## config.mk

```make
export PLATFORM = sky130hd
export DESIGN_NAME = rx_lbuf_tlp_wr
export DESIGN_NICKNAME = d
export VERILOG_FILES = /design/src/rtl/rx_lbuf_tlp_wr.sv
export SDC_FILE = /design/constraint.sdc
export NUM_CORES = 1
export LEC_CHECK = 0
export BUFFER_PORTS_ARGS = -buffer_cell sky130_fd_sc_hd__buf_4
export CORE_MARGIN = 1.5
export CORE_UTILIZATION = 59
export CTS_CLUSTER_SIZE = 28
export DETAILED_ROUTE_END_ITERATION = 10
export PLACE_DENSITY = 0.95
export SLEW_MARGIN = 10
export SYNTH_ARGS = -nofsm -noshare
export SYNTH_HDL_FRONTEND = slang
export SYNTH_SLANG_ARGS = --single-unit
```

## constraint.sdc

```tcl
create_clock -name clk -period 3.7 [get_ports clk]
set_input_delay 0.555 -clock clk [delete_from_list [all_inputs] [get_ports clk]]
set_output_delay 0.555 -clock clk [all_outputs]
set_load 0.02 [all_outputs]
```

## src/rtl/rx_lbuf_tlp_wr.sv

```systemverilog
// rx_lbuf_tlp_wr: fills a granted host lbuf with posted Memory Write TLPs.
//
// Takes the lbuf granted on lbuf_en/lbuf_addr/lbuf64b and writes it as NTLP
// back-to-back MWr TLPs of MAX_PAYLOAD_DW each. Payload comes from a
// show-ahead qword FIFO. lbuf_dn pulses once the whole lbuf has been written.
//
// Ports:
//   clk, rst_n        clock, asynchronous active-low reset
//   lbuf_addr/en/64b  lbuf grant (base, level-valid, 4DW header select)
//   lbuf_dn           one-cycle pulse, lbuf fully written
//   src_data          show-ahead qword, [63:32] is the first DW
//   src_qw_avail      qwords available in the source
//   src_rd_en         pops one qword (combinational, qualified by beat accept)
//   cfg_completer_id  requester ID for header DW1
//   trn_*             TRN tx interface (active-low strobes, registered)
module rx_lbuf_tlp_wr #(
    parameter int unsigned MAX_PAYLOAD_DW = 32,
    parameter int unsigned LBUF_BYTES     = 4096
) (
    input  logic        clk,
    input  logic        rst_n,
    input  logic [63:0] lbuf_addr,
    input  logic        lbuf_en,
    input  logic        lbuf64b,
    output logic        lbuf_dn,
    input  logic [63:0] src_data,
    input  logic [9:0]  src_qw_avail,
    output logic        src_rd_en,
    input  logic [15:0] cfg_completer_id,
    output logic [63:0] trn_td,
    output logic [7:0]  trn_trem_n,
    output logic        trn_tsof_n,
    output logic        trn_teof_n,
    output logic        trn_tsrc_rdy_n,
    output logic        trn_tsrc_dsc_n,
    input  logic        trn_tdst_rdy_n
);

    localparam int unsigned QW   = MAX_PAYLOAD_DW / 2;
    localparam int unsigned NTLP = LBUF_BYTES / (MAX_PAYLOAD_DW * 4);
    localparam int unsigned STEP = MAX_PAYLOAD_DW * 4;
    localparam int unsigned QCW  = $clog2(QW + 1);
    localparam int unsigned TCW  = $clog2(NTLP + 1);
    localparam logic [9:0]  LEN  = 10'(MAX_PAYLOAD_DW);
    localparam logic [9:0]  QW10 = 10'(QW);

    typedef enum logic [2:0] {
        IDLE,
        WAIT_DATA,
        HDR0,
        HDR1,
        DATA,
        NEXT,
        DONE,
        WAIT_EN_LOW
    } state_t;

    state_t            state, state_d;
    logic [63:0]       cur_addr, cur_addr_d;
    logic              hdr4, hdr4_d;
    logic [TCW-1:0]    tlp_cnt, tlp_cnt_d;
    logic [QCW-1:0]    qcnt, qcnt_d;
    logic [31:0]       hold, hold_d;
    logic [63:0]       td_d;
    logic [7:0]        trem_n_d;
    logic              tsof_n_d, teof_n_d, tsrc_rdy_n_d, lbuf_dn_d;
    logic              accept;
    logic [31:0]       dw0, dw1;

    assign trn_tsrc_dsc_n = 1'b1;
    assign accept = ~trn_tsrc_rdy_n & ~trn_tdst_rdy_n;
    assign dw0    = (hdr4 ? 32'h6000_0000 : 32'h4000_0000) | {22'h0, LEN};
    assign dw1    = {cfg_completer_id, 8'h00, 8'hFF};

    // State, datapath and registered outputs.
    always_ff @(posedge clk or negedge rst_n) begin
        if (!rst_n) begin
            state          <= IDLE;
            cur_addr       <= '0;
            hdr4           <= 1'b0;
            tlp_cnt        <= '0;
            qcnt           <= '0;
            hold           <= '0;
            trn_td         <= '0;
            trn_trem_n     <= '0;
            trn_tsof_n     <= 1'b1;
            trn_teof_n     <= 1'b1;
            trn_tsrc_rdy_n <= 1'b1;
            lbuf_dn        <= 1'b0;
        end else begin
            state          <= state_d;
            cur_addr       <= cur_addr_d;
            hdr4           <= hdr4_d;
            tlp_cnt        <= tlp_cnt_d;
            qcnt           <= qcnt_d;
            hold           <= hold_d;
            trn_td         <= td_d;
            trn_trem_n     <= trem_n_d;
            trn_tsof_n     <= tsof_n_d;
            trn_teof_n     <= teof_n_d;
            trn_tsrc_rdy_n <= tsrc_rdy_n_d;
            lbuf_dn        <= lbuf_dn_d;
        end
    end

    // Next state, next beat and source pop. A beat register is only reloaded
    // when the current beat is accepted, so stalls hold everything.
    always_comb begin
        state_d      = state;
        cur_addr_d   = cur_addr;
        hdr4_d       = hdr4;
        tlp_cnt_d    = tlp_cnt;
        qcnt_d       = qcnt;
        hold_d       = hold;
        td_d         = trn_td;
        trem_n_d     = trn_trem_n;
        tsof_n_d     = trn_tsof_n;
        teof_n_d     = trn_teof_n;
        tsrc_rdy_n_d = trn_tsrc_rdy_n;
        lbuf_dn_d    = 1'b0;
        src_rd_en    = 1'b0;

        case (state)
            IDLE: begin
                if (lbuf_en) begin
                    cur_addr_d = lbuf_addr;
                    hdr4_d     = lbuf64b;
                    tlp_cnt_d  = '0;
                    state_d    = WAIT_DATA;
                end
            end

            WAIT_DATA: begin
                // Whole TLP payload must be present: no bubbles once started.
                if (src_qw_avail >= QW10) begin
                    td_d         = {dw0, dw1};
                    tsof_n_d     = 1'b0;
                    teof_n_d     = 1'b1;
                    trem_n_d     = 8'h00;
                    tsrc_rdy_n_d = 1'b0;
                    qcnt_d       = '0;
                    state_d      = HDR0;
                end
            end

            HDR0: begin
                if (accept) begin
                    tsof_n_d = 1'b1;
                    state_d  = HDR1;
                    if (hdr4) begin
                        td_d = {cur_addr[63:32], cur_addr[31:2], 2'b00};
                    end else begin
                        // 3DW: first data DW shares the beat with the address.
                        td_d      = {cur_addr[31:2], 2'b00, src_data[63:32]};
                        hold_d    = src_data[31:0];
                        qcnt_d    = QCW'(1);
                        src_rd_en = 1'b1;
                    end
                end
            end

            HDR1, DATA: begin
                if (accept) begin
                    if (!trn_teof_n) begin
                        tsrc_rdy_n_d = 1'b1;
                        teof_n_d     = 1'b1;
                        trem_n_d     = 8'h00;
                        state_d      = NEXT;
                    end else begin
                        state_d = DATA;
                        if (hdr4) begin
                            td_d      = src_data;
                            teof_n_d  = (qcnt != QCW'(QW - 1));
                            qcnt_d    = qcnt + QCW'(1);
                            src_rd_en = 1'b1;
                        end else if (qcnt < QCW'(QW)) begin
                            td_d      = {hold, src_data[63:32]};
                            hold_d    = src_data[31:0];
                            qcnt_d    = qcnt + QCW'(1);
                            src_rd_en = 1'b1;
                        end else begin
                            // Trailing odd DW: only the upper half is valid.
                            td_d     = {hold, 32'h0};
                            trem_n_d = 8'h0F;
                            teof_n_d = 1'b0;
                        end
                    end
                end
            end

            NEXT: begin
                cur_addr_d = cur_addr + 64'(STEP);
                tlp_cnt_d  = tlp_cnt + TCW'(1);
                if (tlp_cnt == TCW'(NTLP - 1)) begin
                    lbuf_dn_d = 1'b1;
                    state_d   = DONE;
                end else begin
                    state_d = WAIT_DATA;
                end
            end

            DONE: begin
                state_d = WAIT_EN_LOW;
            end

            WAIT_EN_LOW: begin
                // A grant held high must drop before another fill can start.
                if (!lbuf_en) begin
                    state_d = IDLE;
                end
            end

            default: begin
                state_d = IDLE;
            end
        endcase
    end

endmodule
```

* Word-level counts from Yosys, hierarchy flattened *
Cells that the tools add are included.

word-level totals
  bits in latches = 0
  logic and storage cells = 121
  bits in read-only memories = 0
  register bits after elaboration = 187
  input port bits = 159
  output and inout bits = 78
  RAM bits = 0
  memories = 0

cells by class
  shifts and indexed selects = 0
  equality and inequality tests = 22
  $mul = 0
  $lt $le $gt $ge = 2
  add/sub/neg operators = 3
  mux-type cells = 62
  divide/modulo/power cells = 0
  bitwise operators = 3
  reductions and logical operators = 17

operators with widths
  kind                   count
  $mux 64                7
  $mux 32                7
  $pmux 64 s3            1
  $pmux 64 s2            1
  $add 64x8->64 const B  1
  $pmux 32 s2            1
  $mux 8                 5
  $mux 5                 7
  $mux 30                1
  $pmux 3 s7             1
  $ne 2x2->1 const B     10
  $mux 3                 6
  $mux 1                 17
  $pmux 8 s2             1
  $pmux 5 s3             1
  $reduce_and 5->1       3
  $reduce_and 7->1       2
  $eq 3x3->1 const B     4
  $pmux 6 s2             1
  $ge 10x5->1 const B    1
  $ne 3x3->1 const B     3
  $pmux 1 s2             4
  $reduce_bool 2->1      4
  $add 6x1->6 const B    1
  15 further kinds       19

* Logic depth before layout (Yosys ltp) *
Gate-level depths: netlist of run 1.

  depth after elaboration = 6
  depth in mapped cells = 8

* Worst setup path after synthesis of run 1 *
OpenSTA, ideal clock, no wires.

  path kind = flip-flop to output port
  start point = register state[0]
  end point = output port src_rd_en
  buffers on the path = 3
  stages on the path, launching flop included = 8
  arrival time = 1.850 ns
  slack = 1.295 ns
  cells stage by stage = dfrtp_1 buf_2 or3b_4 nand2_1 buf_2 buf_1 a32oi_1 nor2_1

between the ends
  cells in the longest elaborated chain, start to end = 3
  elaborated cells between the ends (all ways) = 5

RTL lines
  element                                   line  text
  from (decl)                               58    state_t state, state_d;
  from (signal assigned)                    91    state <= state_d;
  $eq 3x2->1 or $eq 3x3->1 (tied branches)  123   case (state)
  $reduce_or 2->1                           123
  $pmux 1 s2 *                              123
  to (decl)                                 28    output logic src_rd_en,

Mark *: on every way between the ends. The rest lies on a longest branch, timed or not.

* Worst setup path in the final report of run 1 *
  start point = register state[2]
  end point = output port src_rd_en

The elaborated chain is that of the path after synthesis.

==> results of run 1 <==
[kinds of logic after synthesis]
logic type | share of synthesized area [%]
flip-flops | 43.9
AND/OR/NAND/NOR | 19.1
XOR/XNOR | 0.0862
multiplexers | 6.50
AO/OA/AOI/OAI | 24.7
adder cells (fa/ha/maj) | 0.492
other | 0.0739
buffers and inverters | 5.28
[per-layer routing]
layer	GRT usage [%]	routed length, um
met3	9.83	4420
met1	50.7	12600
met5	0	13
met4	16.7	1340
met2	55.5	15100
[through the flow]
step | hold WS, ns | cells | worst slack (ns)
6_report | 0.178 | 1457 | 0.644
5_1_grt | 0.248 | 1457 | 0.565
4_1_cts | 0.222 | 1457 | 0.695
3_5_place_dp | 0.469 | 1426 | 0.834
3_3_place_gp | 0.458 | 1426 | 0.858
2_1_floorplan | 0.259 | 1060 | 1.29
[power by group through the flow]
stage	Combinational [mW]	Clock, mW	Sequential (mW)
floorplan	3.73	0	3.92
global placement	5.31	0	4.03
detailed placement	5.53	0	4.09
CTS	5.60	1.81	4.08
global route	6.10	1.90	4.24
finish	5.69	1.81	4.16
[final cells by class]
type / instances / area [um^2]
Multi-Input combinational cell: 765 / 5210
Sequential cell: 178 / 4460
Clock buffer: 17 / 425
Clock inverter: 14 / 158
Timing Repair Buffer: 250 / 1910
Tap cell: 220 / 275
Inverter: 13 / 48.8
Fill cell: 1144 / 4220
[cell usage in the layout, fill, tap and decap left out, types with 11 or more instances in the layout]
cell	n
nand3_1	37
a31oi_1	18
o31ai_1	32
nor4_1	15
nand2_1	134
o311ai_0	14
o21ai_0	32
nand4_1	27
mux2i_1	12
a22oi_1	12
a22o_1	25
nor3_1	11
inv_1	12
mux2_4	30
a222oi_1	26
nor2_1	84
o211ai_1	13
buf_4	247
a21oi_1	44
clkbuf_16	17
dfrtp_1	174
a221oi_1	60
[state kept, by name, summed over array words and instances, names as in the netlist]
name	flops
trn_tsof_n	1
hold	32
trn_td	64
trn_tsrc_rdy_n	1
qcnt	5
trn_teof_n	1
hdr4	1
state	3
lbuf_dn	1
tlp_cnt	6
cur_addr	62
trn_trem_n	1
[final timing paths]
kind / startpoint / to / slack (ns) / depth (start not counted)
max in group asynchronous: rst_n / trn_tsrc_rdy_n / 2.59 / 2
min in group clk: lbuf_addr[26] / cur_addr[26] / 0.31 / 3
max reg2reg: state[2] / hold[30] / 0.70 / 5
max: state[2] / src_rd_en / 0.64 / 6
min reg2reg: tlp_cnt[5] / tlp_cnt[5] / 0.49 / 1
min: rst_n / cur_addr[63] / 0.18 / 1
==> reports/qor.txt, run 1 <==
OUTCOME
---------------------------------------------------------------------------------
Status                                                               complete, no violations

STA
---------------------------------------------------------------------------------
Max-slew headroom at the worst pin                                          19.4%
Shortest period the worst path allows                                     3.06 ns
Clk_skew                                                               0.00864 ns
Achievable Freq                                                           327 MHz
Final hold viol count                                                           0
Setup repair after global routing missed its margin                         false
Setup TNS                                                                    0 ns
Transition time of the tightest slew-check pin                            1.21 ns
Share of the cycle needed by the critical path after routing                82.6%
Slew Viols, Final                                                               0
Setup-violating endpoint count in the final report                              0

SYNTH
---------------------------------------------------------------------------------
Yosys warnings                                                                  0
Number of different library cells in the post-synthesis netlist                81
Leading cell types by total area after synthesis                     dfrtp_1 (43%), a221oi_1 (5.2%), nand2_1 (5.0%)
Post-synth top flop                                                       dfrtp_1
Top-area cell type share of the netlist area                                43.1%
Register area share after synthesis                                         43.9%
Fraction of registers with async set/reset                                   100%
Top-count cell post-synth                                                 dfrtp_1
Top post-synthesis cells by count                                    dfrtp_1 (175), nand2_1 (135), nor2_1 (84)
Mean instance size in the synthesized netlist                           9.62 um^2
Largest area contributor in the synthesized netlist                       dfrtp_1
Number of register bits inferred by synthesis                                 178
Cell area after technology mapping                                     10200 um^2
Post-Syn Instances                                                           1057
Number of synthesized flops with an enable pin                                  0

POWER
---------------------------------------------------------------------------------
Power share of the sequential group                                         35.7%
Internal power component                                                  6.30 mW
Leak pwr                                                                  5.52 nW
Worst ir drop on vdd                                                     0.539 mV
Part of the total power dissipated in combinational logic                   48.8%
Part of the total power dissipated in the clock network                     15.5%
Switching Power                                                           5.36 mW
Net switching share of the total power                                      46.0%
Power Total                                                               11.7 mW
Power density normalized to cell area                                 934 nW/um^2

CLOCKING
---------------------------------------------------------------------------------
Sink count of the clock tree                                                  178
Clock Root Buffer                                                       clkbuf_16
CTS tree                                                                     done
Maximum buffer depth of the clock tree                                          2
Hold-fix buffer count after cts                                                 0
Quantity of gates resized following cts                                         0
Total CTS buffers                                                              17
Clock latency on the worst-skew pair                                      0.44 ns
Setup repair bufs after CTS                                                     0
Total number of H-tree levels                                                   4
Clock transition at path regs                                             0.07 ns

ROUTING
---------------------------------------------------------------------------------
WL/cell                                                                   22.9 um
Final WL                                                                 33400 um
Remaining antenna violation count                                               0
Number of optimization iterations in the first detailed-route pass              6
Detailed-route DRC error count                                                  0
Vias after detailed routing                                                 10300
Average via count per standard cell                                          7.04
Initial DRC Count                                                            1708

WORST SETUP PATH
---------------------------------------------------------------------------------
Crit Path Class                                                      register to output port
Data required time at the worst endpoint                                  3.14 ns
Top cell by count, worst path                                               buf_4
Endpoint class of the critical path                                   output port
Gate family responsible for the most delay along the worst path        flip-flops
Critical Path AT                                                          2.50 ns
Series of cell instances along the critical path                     or3b_4 -> nand2_2 -> buf_4 -> a32oi_1 -> nor2_1 -> buf_4
Max stage delay on crit path                                              0.77 ns
Standard cell with the maximum stage delay on the critical path           dfrtp_1
Critical Path Fanout Max                                                       22
Buffers & Inverters on Critical Path                                            2
Startpoint class of the critical path                                    register

FINAL LAYOUT
---------------------------------------------------------------------------------
Share of layout cells above drive strength 1                                28.5%
Antenna Diode Count                                                             0
Number of nets at the end of the flow                                        1388
Utilization of the core after routing                                       74.8%
Final instance area                                                    12500 um^2
Layout-stage area growth over the synthesis result                          22.8%

DIE
---------------------------------------------------------------------------------
Number of placement rows                                                       47
Floorplan core area                                                    16700 um^2
Ports                                                                         237
Die Ht                                                                     134 um
Horizontal extent of the die                                               134 um
Initial Util                                                                60.9%
Die area                                                               18000 um^2

PLACEMENT
---------------------------------------------------------------------------------
Total placed instance area                                             11900 um^2
Final GP Congestion                                                         0.970
Port buffer count                                                             225
Half-perimeter wire length after placement                               23300 um

FLOW RUN
---------------------------------------------------------------------------------
Number of max-capacitance violations reported                                   0

GRT
---------------------------------------------------------------------------------
Total GRT Usage                                                             37.0%
Number of global-route vias before repair                                    9650
Remaining global-route overflow                                                 0
Antenna violations before repair                                                1
Global-route wire length before repair                                   52000 um
Maximum number of pins on one net before global-route repair                   89

HOLD PATH
---------------------------------------------------------------------------------
Path class of the lowest-slack min-delay path                        input pin to async pin

(Power assumes the default switching activity.)
==> run 2: changes to the inputs <==
ABC_AREA = 1   (was default)
CORE_UTILIZATION = 50   (was 59)
PLACE_DENSITY = 0.88   (was 0.95)
clock period = 2.8 ns   (was 3.7 ns; I/O delays follow)
==> reports/qor.txt, run 2 <==
STA
---------------------------------------------------------------------------------
Shortest period the worst path allows                                     2.54 ns
Setup TNS                                                                    0 ns
Transition time of the tightest slew-check pin                           0.703 ns
Setup-violating endpoint count in the final report                              0
Achievable Freq                                                           393 MHz
Fin Hold WS                                                              0.209 ns
Max-slew headroom at the worst pin                                          53.2%
Worst setup slack after layout                                           0.257 ns
Setup repair after global routing missed its margin                         false
Final hold viol count                                                           0
Clk_skew                                                                0.0129 ns
Slew Viols, Final                                                               0
Share of the cycle needed by the critical path after routing                90.8%

ROUTING
---------------------------------------------------------------------------------
Remaining antenna violation count                                               0
Detailed-route DRC error count                                                  0
Average via count per standard cell                                          5.76
Final WL                                                                 40400 um
Vias after detailed routing                                                 12500
Number of optimization iterations in the first detailed-route pass              6
Initial DRC Count                                                            1304
WL/cell                                                                   18.5 um

FINAL LAYOUT
---------------------------------------------------------------------------------
Utilization of the core after routing                                       62.9%
Most common library cell in the layout ignoring fill and taps             nand2_1
Footprint of the multi-input gates                                      5700 um^2
Share of layout cells above drive strength 1                                16.1%
Sequential cell area                                                    4460 um^2
Commonest non-fill, non-tap cells in the layout                      nand2_1 (756), buf_4 (253), dfrtp_1 (175)
Number of nets at the end of the flow                                        2047
Antenna Diode Count                                                             0
Layout-stage area growth over the synthesis result                          24.0%
Number of cells in the finished layout apart from fillers                    2177
Fill cell count                                                              1941
Largest Register                                                           trn_td
Final instance area                                                    13700 um^2
Number of flip-flops under the largest register name                           64
Regs by FF count                                                     trn_td: 64 flops, cur_addr: 62 flops, hold: 32 flops

SYNTH
---------------------------------------------------------------------------------
Cell area after technology mapping                                     11000 um^2
Register area share after synthesis                                         40.4%
Largest area contributor in the synthesized netlist                       dfrtp_1
Number of register bits inferred by synthesis                                 178
Number of synthesized flops with an enable pin                                  0
Leading cell types by total area after synthesis                     dfrtp_1 (40%), nand2_1 (26%), nor2_1 (5.3%)
Mean instance size in the synthesized netlist                           6.55 um^2
Post-Syn Instances                                                           1684
Top-count cell post-synth                                                 nand2_1
Number of different library cells in the post-synthesis netlist                37
Post-synth top flop                                                       dfrtp_1
Yosys warnings                                                                  0
Top-area cell type share of the netlist area                                39.7%
Fraction of registers with async set/reset                                   100%
Top post-synthesis cells by count                                    nand2_1 (756), dfrtp_1 (175), nor2_1 (156)

CLOCKING
---------------------------------------------------------------------------------
Clock transition at path regs                                             0.07 ns
Setup repair bufs after CTS                                                     0
Sink count of the clock tree                                                  178
Total number of H-tree levels                                                   4
Clock Root Buffer                                                       clkbuf_16
Clock latency on the worst-skew pair                                      0.44 ns
Total CTS buffers                                                              17
CTS tree                                                                     done
Quantity of gates resized following cts                                         0
Maximum buffer depth of the clock tree                                          2

POWER
---------------------------------------------------------------------------------
Worst ir drop on vdd                                                      1.12 mV
Power Total                                                               15.9 mW
Power density normalized to cell area                                1160 nW/um^2
Leak pwr                                                                  6.91 nW

PLACEMENT
---------------------------------------------------------------------------------
Post-placement setup slack                                               0.520 ns
Final GP Congestion                                                          1.01
Half-perimeter wire length after placement                               30400 um
Cell count after placement                                                   2144
Port buffer count                                                             225
Total placed instance area                                             13100 um^2

WORST SETUP PATH
---------------------------------------------------------------------------------
Gate family responsible for the most delay along the worst path        flip-flops
Endpoint class of the critical path                                   output port
Crit Path Class                                                      register to output port
Top cell by count, worst path                                               inv_2
Max stage delay on crit path                                              0.50 ns
Data required time at the worst endpoint                                  2.38 ns
Startpoint class of the critical path                                    register
Series of cell instances along the critical path                     inv_2 -> o21ai_2 -> inv_2 -> nand2_1 -> o211ai_1 -> nor3_1 -> buf_4
Standard cell with the maximum stage delay on the critical path           dfrtp_1
Buffers & Inverters on Critical Path                                            3
Critical Path AT                                                          2.12 ns
Critical Path Fanout Max                                                        8

DIE
---------------------------------------------------------------------------------
Number of placement rows                                                       54
Floorplan core area                                                    21800 um^2
Die area                                                               23000 um^2
Horizontal extent of the die                                               152 um
Ports                                                                         237
Die Ht                                                                     152 um
Initial Util                                                                50.7%

GRT
---------------------------------------------------------------------------------
Remaining global-route overflow                                                 0
Global-route wire length before repair                                   62200 um
Antenna violations before repair                                                0
Total GRT Usage                                                             35.7%
Maximum number of pins on one net before global-route repair                   83
Number of global-route vias before repair                                   11700

HOLD PATH
---------------------------------------------------------------------------------
Path class of the lowest-slack min-delay path                        input pin to register

FLOW RUN
---------------------------------------------------------------------------------
Number of max-capacitance violations reported                                   0

OUTCOME
---------------------------------------------------------------------------------
Status                                                               complete, no violations

run 2: cell types whose count changed after synthesis, moves of 30 or more:
cell / change
a221oi_1: -60
inv_1: +118
mux2_4: -30
nand2_1: +621
nand3_1: +38
nor2_1: +72
o21ai_0: +73
o22ai_1: +30
o31ai_1: -30
run 2: path summary, 6_finish.rpt:
kind                                from           end  slack (ns)  cells past startpoint
setup / recovery                state[2]     src_rd_en        0.26                      7
hold / removal             lbuf_addr[44]  cur_addr[44]        0.21                      3
setup reg to reg             cur_addr[8]  cur_addr[37]        0.43                     10
hold reg to reg                trn_td[1]     trn_td[1]        0.48                      2
max in group asynchronous          rst_n       hold[7]        1.47                      3
min in group asynchronous          rst_n       qcnt[3]        0.51                      2
run 2: worst register-to-register path: stages, from the launching register on:
cell and delay (ns):
dfrtp_1 0.44, ha_1 0.20, nand2_1 0.08, nor2_1 0.38, nand2_1 0.20, nor2_1 0.31
nand2_1 0.15, nor2_1 0.19, nand2_1 0.10, nand3_1 0.09, o211ai_1 0.09
run 2: final cells by class:
cell class / instances / area share [%]
tap: 280 / 2.56
sequential: 178 / 32.6
timing repair buffer: 262 / 15.1
multi-input combinational: 1286 / 41.7
inverter: 139 / 3.82
clock buffer: 18 / 3.21
clock inverter: 14 / 1.06
run 2: logic make-up (layout without fill, tap and decap cells):
| group | after synthesis | count (layout) | synth area share (%) |
|---|---|---|---|
| AND/OR/NAND/NOR | 1016 | 1016 | 36.1 |
| AO/OA/AOI/OAI | 257 | 257 | 14.7 |
| buffers and inverters | 223 | 433 | 8.00 |
| flip-flops | 178 | 178 | 40.4 |
| adder cells (fa/ha/maj) | 4 | 4 | 0.454 |
| XOR/XNOR | 4 | 4 | 0.318 |
| other | 2 | 5 | 0.0681 |
run 2: metal layers:
layer  up-vias  global-route usage [%]  part of all wire, %
met5         -                       0                    0
met4         0                    16.8                  4.3
met3       116                    5.39                  9.6
met2       759                    56.7                   46
met1      5867                    48.1                   40
li1       5807                       -                    -
run 2: power breakdown:
group	switching, mW	internal (mW)	total, mW
clock	1.20	1.21	2.41
combinational	5.63	2.87	8.50
sequential	1.24	3.73	4.97
total	8.07	7.81	15.9
run 2: repair_timing:
action / in CTS / in global routing
hold buffers: 1 / 0
endpoints found under the setup margin: 0 / 0
hold endpoints to repair: 2 / 0
==> run 3: changes to the inputs <==
PLACE_DENSITY = 0.85   (was 0.88)
==> reports/qor.txt, run 3 (synthesized netlist as in run 2, its figures left out) <==
WORST SETUP PATH
---------------------------------------------------------------------------------
Endpoint class of the critical path                                   output port
Startpoint class of the critical path                                    register
Crit Path Class                                                      register to output port
Critical Path AT                                                          2.21 ns
Data required time at the worst endpoint                                  2.38 ns
Critical Path Fanout Max                                                       17

STA
---------------------------------------------------------------------------------
Shortest period the worst path allows                                     2.63 ns
Final hold viol count                                                           0
Achievable Freq                                                           381 MHz
Clk_skew                                                                0.0112 ns
Share of the cycle needed by the critical path after routing                93.8%
Transition time of the tightest slew-check pin                           0.564 ns
Setup-violating endpoint count in the final report                              0
Max-slew headroom at the worst pin                                          62.3%
Setup TNS                                                                    0 ns
Slew Viols, Final                                                               0
Setup repair after global routing missed its margin                         false
Worst setup slack after layout                                           0.175 ns

DIE
---------------------------------------------------------------------------------
Number of placement rows                                                       54
Die area                                                               23000 um^2
Die Ht                                                                     152 um
Floorplan core area                                                    21800 um^2
Ports                                                                         237
Initial Util                                                                50.7%
Horizontal extent of the die                                               152 um

FINAL LAYOUT
---------------------------------------------------------------------------------
Share of layout cells above drive strength 1                                16.1%
Number of nets at the end of the flow                                        2046
Fill cell count                                                              2032
Regs by FF count                                                     trn_td: 64 flops, cur_addr: 62 flops, hold: 32 flops
Final instance area                                                    13700 um^2
Largest Register                                                           trn_td
Footprint of the multi-input gates                                      5700 um^2
Sequential cell area                                                    4460 um^2
Commonest non-fill, non-tap cells in the layout                      nand2_1 (756), buf_4 (253), dfrtp_1 (175)
Layout-stage area growth over the synthesis result                          23.8%
Antenna Diode Count                                                             0
Most common library cell in the layout ignoring fill and taps             nand2_1
Number of flip-flops under the largest register name                           64

POWER
---------------------------------------------------------------------------------
Leak pwr                                                                  6.89 nW
Power density normalized to cell area                                1160 nW/um^2
Worst ir drop on vdd                                                      1.08 mV

CLOCKING
---------------------------------------------------------------------------------
Clock transition at path regs                                             0.08 ns
CTS tree                                                                     done
Total CTS buffers                                                              17
Total number of H-tree levels                                                   4
Maximum buffer depth of the clock tree                                          2
Clock Root Buffer                                                       clkbuf_16
Sink count of the clock tree                                                  178
Clock latency on the worst-skew pair                                      0.44 ns

PLACEMENT
---------------------------------------------------------------------------------
Port buffer count                                                             225
Final GP Congestion                                                         0.982
Post-placement setup slack                                               0.346 ns
Half-perimeter wire length after placement                               30600 um
Total placed instance area                                             13100 um^2

ROUTING
---------------------------------------------------------------------------------
Detailed-route DRC error count                                                  0
Remaining antenna violation count                                               0
Average via count per standard cell                                          5.70
Vias after detailed routing                                                 12400
Final WL                                                                 40300 um
Number of optimization iterations in the first detailed-route pass              8
Initial DRC Count                                                            1366
WL/cell                                                                   18.5 um

OUTCOME
---------------------------------------------------------------------------------
Status                                                               complete, no violations

GRT
---------------------------------------------------------------------------------
Antenna violations before repair                                                0
Total GRT Usage                                                             35.6%
Remaining global-route overflow                                                 0
Number of global-route vias before repair                                   11500
Maximum number of pins on one net before global-route repair                   65
Global-route wire length before repair                                   61800 um

FLOW RUN
---------------------------------------------------------------------------------
Number of max-capacitance violations reported                                   0

HOLD PATH
---------------------------------------------------------------------------------
Path class of the lowest-slack min-delay path                        input pin to register

run 3: cell count changes in the layout (fill, tap and decap cells not counted), sizes merged:
| cell | previous run | this run |
|---|---|---|
| buf | 261 | 260 |
| inv | 142 | 144 |
| clkinv | 10 | 7 |
| clkinvlp | 1 | 2 |
run 3: final timing paths:
check                           cells after the start  slack, ns      endpoint           from
max in group asynchronous                           3       1.63  cur_addr[41]          rst_n
worst max-delay path                                7       0.17     src_rd_en       state[2]
worst min register to register                      2       0.47    trn_td[53]     trn_td[53]
worst min-delay path                                3       0.21  cur_addr[15]  lbuf_addr[15]
min in group asynchronous                           2       0.42    trn_td[34]          rst_n
worst max register to register                     10       0.42    trn_td[28]       state[2]
run 3: worst max-delay path: stages, from the launching register on:
cell     delay (ns)
dfrtp_1        0.47
inv_2          0.07
o21ai_2        0.31
buf_4          0.27
nand2_1        0.17
inv_4          0.21
nor3_1         0.09
buf_4          0.16
run 3: what timing repair did:
action,in CTS,in global routing
setup buffers,0,0
endpoints found under the setup margin,1,1
hold endpoints to repair,30,0
gates resized for setup,1,1
hold buffers,1,0
run 3: power by group:
group | internal [mW] | switching (mW) | total [mW]
combinational | 2.85 | 5.63 | 8.48
clock | 1.21 | 1.19 | 2.40
sequential | 3.73 | 1.22 | 4.95
run 3: metal layers:
metal	vias to the layer above	routed length [um]	global-route usage (%)
li1	5810	-	-
met1	5788	16500	48.4
met2	684	18700	57.0
met3	111	3600	5.27
met4	0	1540	14.8
met5	-	0	0
run 3: through the flow:
| step | utilization [%] | total power [mW] | instances | hold slack [ns] |
|---|---|---|---|---|
| after floorplan | - | 10.0 | 1687 | 0.124 |
| after global placement | 60.0 | 13.0 | 2143 | 0.333 |
| after detailed placement | 60.0 | 13.2 | 2143 | 0.331 |
| after CTS | 62.8 | 15.7 | 2176 | 0.200 |
| after global routing | 62.8 | 16.9 | 2176 | 0.211 |
| final | 62.8 | 15.8 | 2176 | 0.206 |
run 3: final cells by class:
class / instances / share of cell area, %
multi-input combinational: 1286 / 41.7
sequential: 178 / 32.7
timing repair buffer: 261 / 14.9
inverter: 139 / 3.84
clock buffer: 18 / 3.22
tap: 280 / 2.57
clock inverter: 14 / 1.04
